## src/rtl/crono_countdown.sv

```systemverilog
// Chronometer countdown engine: latches a BCD HH:MM:SS preset and counts it
// down to 00:00:00 on 1 Hz ticks, raising a sticky done flag on expiry.

module crono_bcd_dec #(
    parameter logic [3:0] TOP = 4'd9
) (
    input  logic [3:0] digit_in,
    input  logic       borrow_in,
    output logic [3:0] digit_out,
    output logic       borrow_out
);
    always_comb begin
        digit_out  = digit_in;
        borrow_out = 1'b0;
        if (borrow_in) begin
            if (digit_in == 4'd0) begin
                digit_out  = TOP;
                borrow_out = 1'b1;
            end else begin
                digit_out = digit_in - 4'd1;
            end
        end
    end
endmodule

module crono_countdown (
    input  logic       clk,
    input  logic       reset,
    input  logic       tick,
    input  logic       load,
    input  logic       start,
    input  logic       stop,
    input  logic       alarm_clr,
    input  logic [7:0] HCcr,
    input  logic [7:0] MCcr,
    input  logic [7:0] SCcr,
    output logic [7:0] HCact,
    output logic [7:0] MCact,
    output logic [7:0] SCact,
    output logic       running,
    output logic       done,
    output logic       load_err
);
    localparam int NUM_DIGITS = 6;

    typedef enum logic [1:0] {
        IDLE  = 2'd0,
        RUN   = 2'd1,
        PAUSE = 2'd2,
        DONE  = 2'd3
    } state_t;

    state_t      state_q, state_d;
    logic [23:0] cnt_q, cnt_d;
    logic        done_q, done_d;
    logic        running_q;
    logic        load_err_q, load_err_d;

    logic [23:0] preset;
    logic [23:0] dec_val;
    logic [NUM_DIGITS:0] borrow;
    logic        preset_ok;
    logic        cnt_zero;
    logic        dec_zero;

    assign preset = {HCcr, MCcr, SCcr};

    always_comb begin
        preset_ok = (HCcr[3:0] <= 4'd9) && (HCcr[7:4] <= 4'd9) &&
                    (MCcr[3:0] <= 4'd9) && (MCcr[7:4] <= 4'd5) &&
                    (SCcr[3:0] <= 4'd9) && (SCcr[7:4] <= 4'd5) &&
                    (HCcr <= 8'h23);
    end

    // One-second BCD decrement as a ripple-borrow chain, seconds units first.
    // Units wrap to 9, minute/second tens wrap to 5.
    assign borrow[0] = 1'b1;
    generate
        for (genvar i = 0; i < NUM_DIGITS; i++) begin : g_digit
            localparam logic [3:0] TOP = (i % 2 == 0) ? 4'd9 :
                                         (i == NUM_DIGITS - 1) ? 4'd2 : 4'd5;
            crono_bcd_dec #(.TOP(TOP)) u_dec (
                .digit_in   (cnt_q[4*i +: 4]),
                .borrow_in  (borrow[i]),
                .digit_out  (dec_val[4*i +: 4]),
                .borrow_out (borrow[i+1])
            );
        end
    endgenerate

    // A borrow escaping the hours tens digit means every digit was zero.
    assign cnt_zero = borrow[NUM_DIGITS];
    assign dec_zero = (dec_val == 24'h0);

    always_ff @(posedge clk) begin
        if (reset) begin
            state_q    <= IDLE;
            cnt_q      <= 24'h0;
            done_q     <= 1'b0;
            running_q  <= 1'b0;
            load_err_q <= 1'b0;
        end else begin
            state_q    <= state_d;
            cnt_q      <= cnt_d;
            done_q     <= done_d;
            running_q  <= (state_d == RUN);
            load_err_q <= load_err_d;
        end
    end

    // load always takes precedence over start, even when the preset is rejected.
    always_comb begin
        state_d = state_q;
        case (state_q)
            IDLE: begin
                if (!load && start && !cnt_zero)
                    state_d = RUN;
            end
            RUN: begin
                if (tick && dec_zero)
                    state_d = DONE;
                else if (stop)
                    state_d = PAUSE;
            end
            PAUSE: begin
                if (load) begin
                    if (preset_ok)
                        state_d = IDLE;
                end else if (start && !cnt_zero) begin
                    state_d = RUN;
                end
            end
            DONE: begin
                if ((load && preset_ok) || alarm_clr)
                    state_d = IDLE;
            end
            default: state_d = IDLE;
        endcase
    end

    always_comb begin
        cnt_d      = cnt_q;
        done_d     = done_q;
        load_err_d = 1'b0;
        case (state_q)
            IDLE, PAUSE: begin
                if (load) begin
                    if (preset_ok)
                        cnt_d = preset;
                    else
                        load_err_d = 1'b1;
                end
            end
            RUN: begin
                if (tick) begin
                    cnt_d = dec_val;
                    if (dec_zero)
                        done_d = 1'b1;
                end
            end
            DONE: begin
                if (load) begin
                    if (preset_ok) begin
                        cnt_d  = preset;
                        done_d = 1'b0;
                    end else begin
                        load_err_d = 1'b1;
                    end
                end
                if (alarm_clr)
                    done_d = 1'b0;
            end
            default: ;
        endcase
    end

    assign HCact    = cnt_q[23:16];
    assign MCact    = cnt_q[15:8];
    assign SCact    = cnt_q[7:0];
    assign running  = running_q;
    assign done     = done_q;
    assign load_err = load_err_q;
endmodule

```

## config.mk

```make
export PLATFORM = sky130hd
export DESIGN_NAME = crono_countdown
export DESIGN_NICKNAME = d
export VERILOG_FILES = /design/src/rtl/crono_countdown.sv
export SDC_FILE = /design/constraint.sdc
export NUM_CORES = 1
export LEC_CHECK = 0
export BUFFER_PORTS_ARGS = -buffer_cell sky130_fd_sc_hd__buf_2
export CORE_UTILIZATION = 51
export DETAILED_ROUTE_END_ITERATION = 10
export PLACE_DENSITY = 0.88
export SLEW_MARGIN = 20
export SYNTH_ARGS = -nofsm -noshare
export SYNTH_HDL_FRONTEND = slang
export SYNTH_SLANG_ARGS = --single-unit
```

## constraint.sdc

```tcl
create_clock -name clk -period 3.3 [get_ports clk]
set_clock_uncertainty 0.15 [all_clocks]
set_input_delay 0.66 -clock clk [delete_from_list [all_inputs] [get_ports clk]]
set_output_delay 0.66 -clock clk [all_outputs]
set_load 0.005 [all_outputs]
```

==> flow_metrics.tcl <==
set metrics [dict create \
    tightest_slew_ns 0.933 \
    rsz0062_at_grt "no" \
    cts_resized 0 \
    p_leak_nw 1.00 \
    worstPathBufferInverterCount 1 \
    setup_tns_ns 0 \
    grt_pass1_vias 1914 \
    clk_path_buf_depth 2 \
    synth_fp_nets 284 \
    avgRoutedWirePerCell_um 14.8 \
    worstPathArrival_ns 2.73 \
    wl_met3_um 352 \
    cp-start-kind "flop" \
    maxSlewHeadroom_pct 37.8 \
    cts_tree "yes" \
    place_inst 344 \
    mostFrequentLayoutCell "buf_2" \
    drive_gt1_share_pct 26.8 \
    grt_use_total_pct 27.4 \
    fin_nets 337 \
    power.total_mw 1.14 \
    yosysUniqueCellTypes 49 \
    fillers 323 \
    path_clk_slew_ns 0.06 \
    hold-worst-slack_ns 0.337 \
    yosysSeqAreaShare_pct 30.4 \
    synth_ff_type "dfxtp_1" \
    postSynthCellCount 252 \
    yosys_warnings 0 \
    dp_hpwl_mm 3.70 \
    crit_path_end_kind "flop" \
    synth_top_area_share_pct 30.4 \
    ant_nets 0 \
    critPathTopFamily "simple AND/OR/NAND/NOR gates" \
    slowest_stage "nor2_1" \
    synth-edff-count 0 \
    cp_max_fo 13 \
    outcome "finished, final reports clean" \
    yosys.area.top_type "dfxtp_1" \
    cts-root-buf "clkbuf_8" \
    avgSynthCellArea_sq_um 7.57 \
    grt_overflow 0 \
    pwr_density_cell_nw_per_um2 495 \
    clock_latency_ns 0.29 \
    wl_met1_mm 2.29 \
    drt-pass1-iter-count 4 \
    cap_violations 0 \
    instances_no_fill 352 \
    async_flop_share_pct 0 \
    cts_sinks 29 \
    ctsHoldBuffers 0 \
    path_cells "nor2b_1, nor4b_2, nor2_1, buf_4, a21oi_1, a21oi_1, nor2_1" \
    final_hold_viol_count 0 \
    diodes 0 \
    maxSlewViolCount 0 \
    cp.required_ns 3.31 \
    top_layer_used "met4" \
    ir_worst_vdd_mv 0.388 \
    vias_per_cell 6.02 \
    wl_met2_mm 2.45 \
    grt_pass1_wl_mm 8.70 \
    placementRows 21 \
    htree_levels 2 \
    core_region_area_sq_um 3470 \
    port_buffers 57 \
    synthTopCellsByArea "dfxtp_1 30%, a21oi_1 8.4%, nor2_1 5.9%" \
    finalCritPeriodShare_pct 82.6 \
    post-cts-setup-buffers 0 \
    layout_common_cells "57 x buf_2, 32 x a21oi_1, 30 x nor2_1, 29 x dfxtp_1, 27 x nand2_1" \
    area_delta_synth_final_pct 20.4 \
    finalCriticalPeriod_ns 2.72 \
    drt_wl_total_mm 5.19 \
    drc 0 \
    slowest_delay_ns 0.71 \
    crit_type "reg -> reg" \
    gp_congestion 0.916 \
    dieArea_sq_um 3990 \
    max_clock_freq_ghz 0.367 \
    drt_iter0_markers 252 \
    vias 2118 \
    cts_buffers 5 \
    initial_utilization_pct 55.0 \
    fp.dieH_um 63.2 \
    io_pins 58 \
    die_w_um 63.2 \
    syn_area_sq_um 1910 \
    hp-class "reg -> reg" \
    synth-seq-cells 29 \
    antenna_found_initial 0 \
    grt_max_degree 31 \
    finalSetupViolations 0 \
]
synth_stat cells (all sizes together) (2+ instances only):
| library cell | count |
|---|---|
| a2111oi | 2 |
| a211oi | 5 |
| a21oi | 33 |
| a22oi | 4 |
| a31oi | 2 |
| and2 | 3 |
| and3 | 3 |
| buf | 3 |
| clkbuf | 11 |
| dfxtp | 29 |
| inv | 3 |
| mux2 | 2 |
| mux2i | 3 |
| nand2 | 27 |
| nand2b | 5 |
| nand3 | 7 |
| nand4 | 4 |
| nand4b | 5 |
| nor2 | 31 |
| nor2b | 2 |
| nor3 | 14 |
| nor3b | 3 |
| nor4 | 5 |
| o211ai | 2 |
| o21ai | 23 |
| o31a | 2 |
| o31ai | 3 |
| o41ai | 3 |
| or2 | 2 |
| or3 | 2 |
path summary, 6_finish.rpt:
kind	start	end	slack, ns	depth (start not counted)
max	state_q[0]	cnt_q[18]	0.58	7
min	cnt_q[15]	cnt_q[15]	0.34	1
max reg2reg	state_q[0]	cnt_q[18]	0.58	7
min reg2reg	cnt_q[15]	cnt_q[15]	0.34	1
worst reg2reg max path, cell delays in order (launching register included):
cell and delay [ns]:
dfxtp_1 0.46, nor2b_1 0.61, nor4b_2 0.17, nor2_1 0.71, buf_4 0.28, a21oi_1 0.05
a21oi_1 0.12, nor2_1 0.05
per-layer routing:
metal | vias to the layer above | global-route usage [%]
met4 | 0 | 8.43
met5 | - | 0
met2 | 81 | 44.8
li1 | 1038 | -
met3 | 13 | 6.34
met1 | 986 | 35.2
registers in the layout, summed over array words and instances, names as in the netlist:
| register | flops |
|---|---|
| cnt_q | 24 |
| state_q | 2 |
| done | 1 |
| load_err | 1 |
| running | 1 |
report_power, final:
| group | internal [mW] | leakage [nW] | switching, mW | total [mW] |
|---|---|---|---|---|
| Sequential | 0.372 | 0.234 | 0.0313 | 0.404 |
| Combinational | 0.181 | 0.726 | 0.266 | 0.447 |
| Clock | 0.149 | 0.0395 | 0.136 | 0.286 |
kinds of logic (layout without fill, tap and decap cells):
| kind of cell | Yosys count | count (layout) | share of synthesized area [%] |
|---|---|---|---|
| buffers and inverters | 17 | 71 | 3.54 |
| multiplexers | 5 | 5 | 2.75 |
| AO/OA/AOI/OAI | 82 | 82 | 27.1 |
| XOR/XNOR | 1 | 1 | 0.459 |
| adder cells (fa/ha/maj) | 1 | 1 | 0.656 |
| flip-flops | 29 | 29 | 30.4 |
| AND/OR/NAND/NOR | 117 | 117 | 35.1 |
stage by stage:
step | setup slack [ns] | instance area [sq um] | util (%)
after floorplan | 0.823 | 1910 | -
after global placement | 0.614 | 2220 | 63.9
after detailed placement | 0.614 | 2220 | 63.9
after CTS | 0.636 | 2300 | 66.2
after global routing | 0.415 | 2300 | 66.2
final | 0.576 | 2300 | 66.2
layout make-up:
| class | count | area, sq um | share of cell area [%] |
|---|---|---|---|
| multi-input combinational | 206 | 1260 | 54.8 |
| sequential | 29 | 581 | 25.3 |
| timing repair buffer | 60 | 308 | 13.4 |
| clock buffer | 8 | 80.1 | 3.49 |
| tap | 46 | 57.6 | 2.51 |
| inverter | 3 | 11.3 | 0.490 |
(Power assumes the default switching activity.)
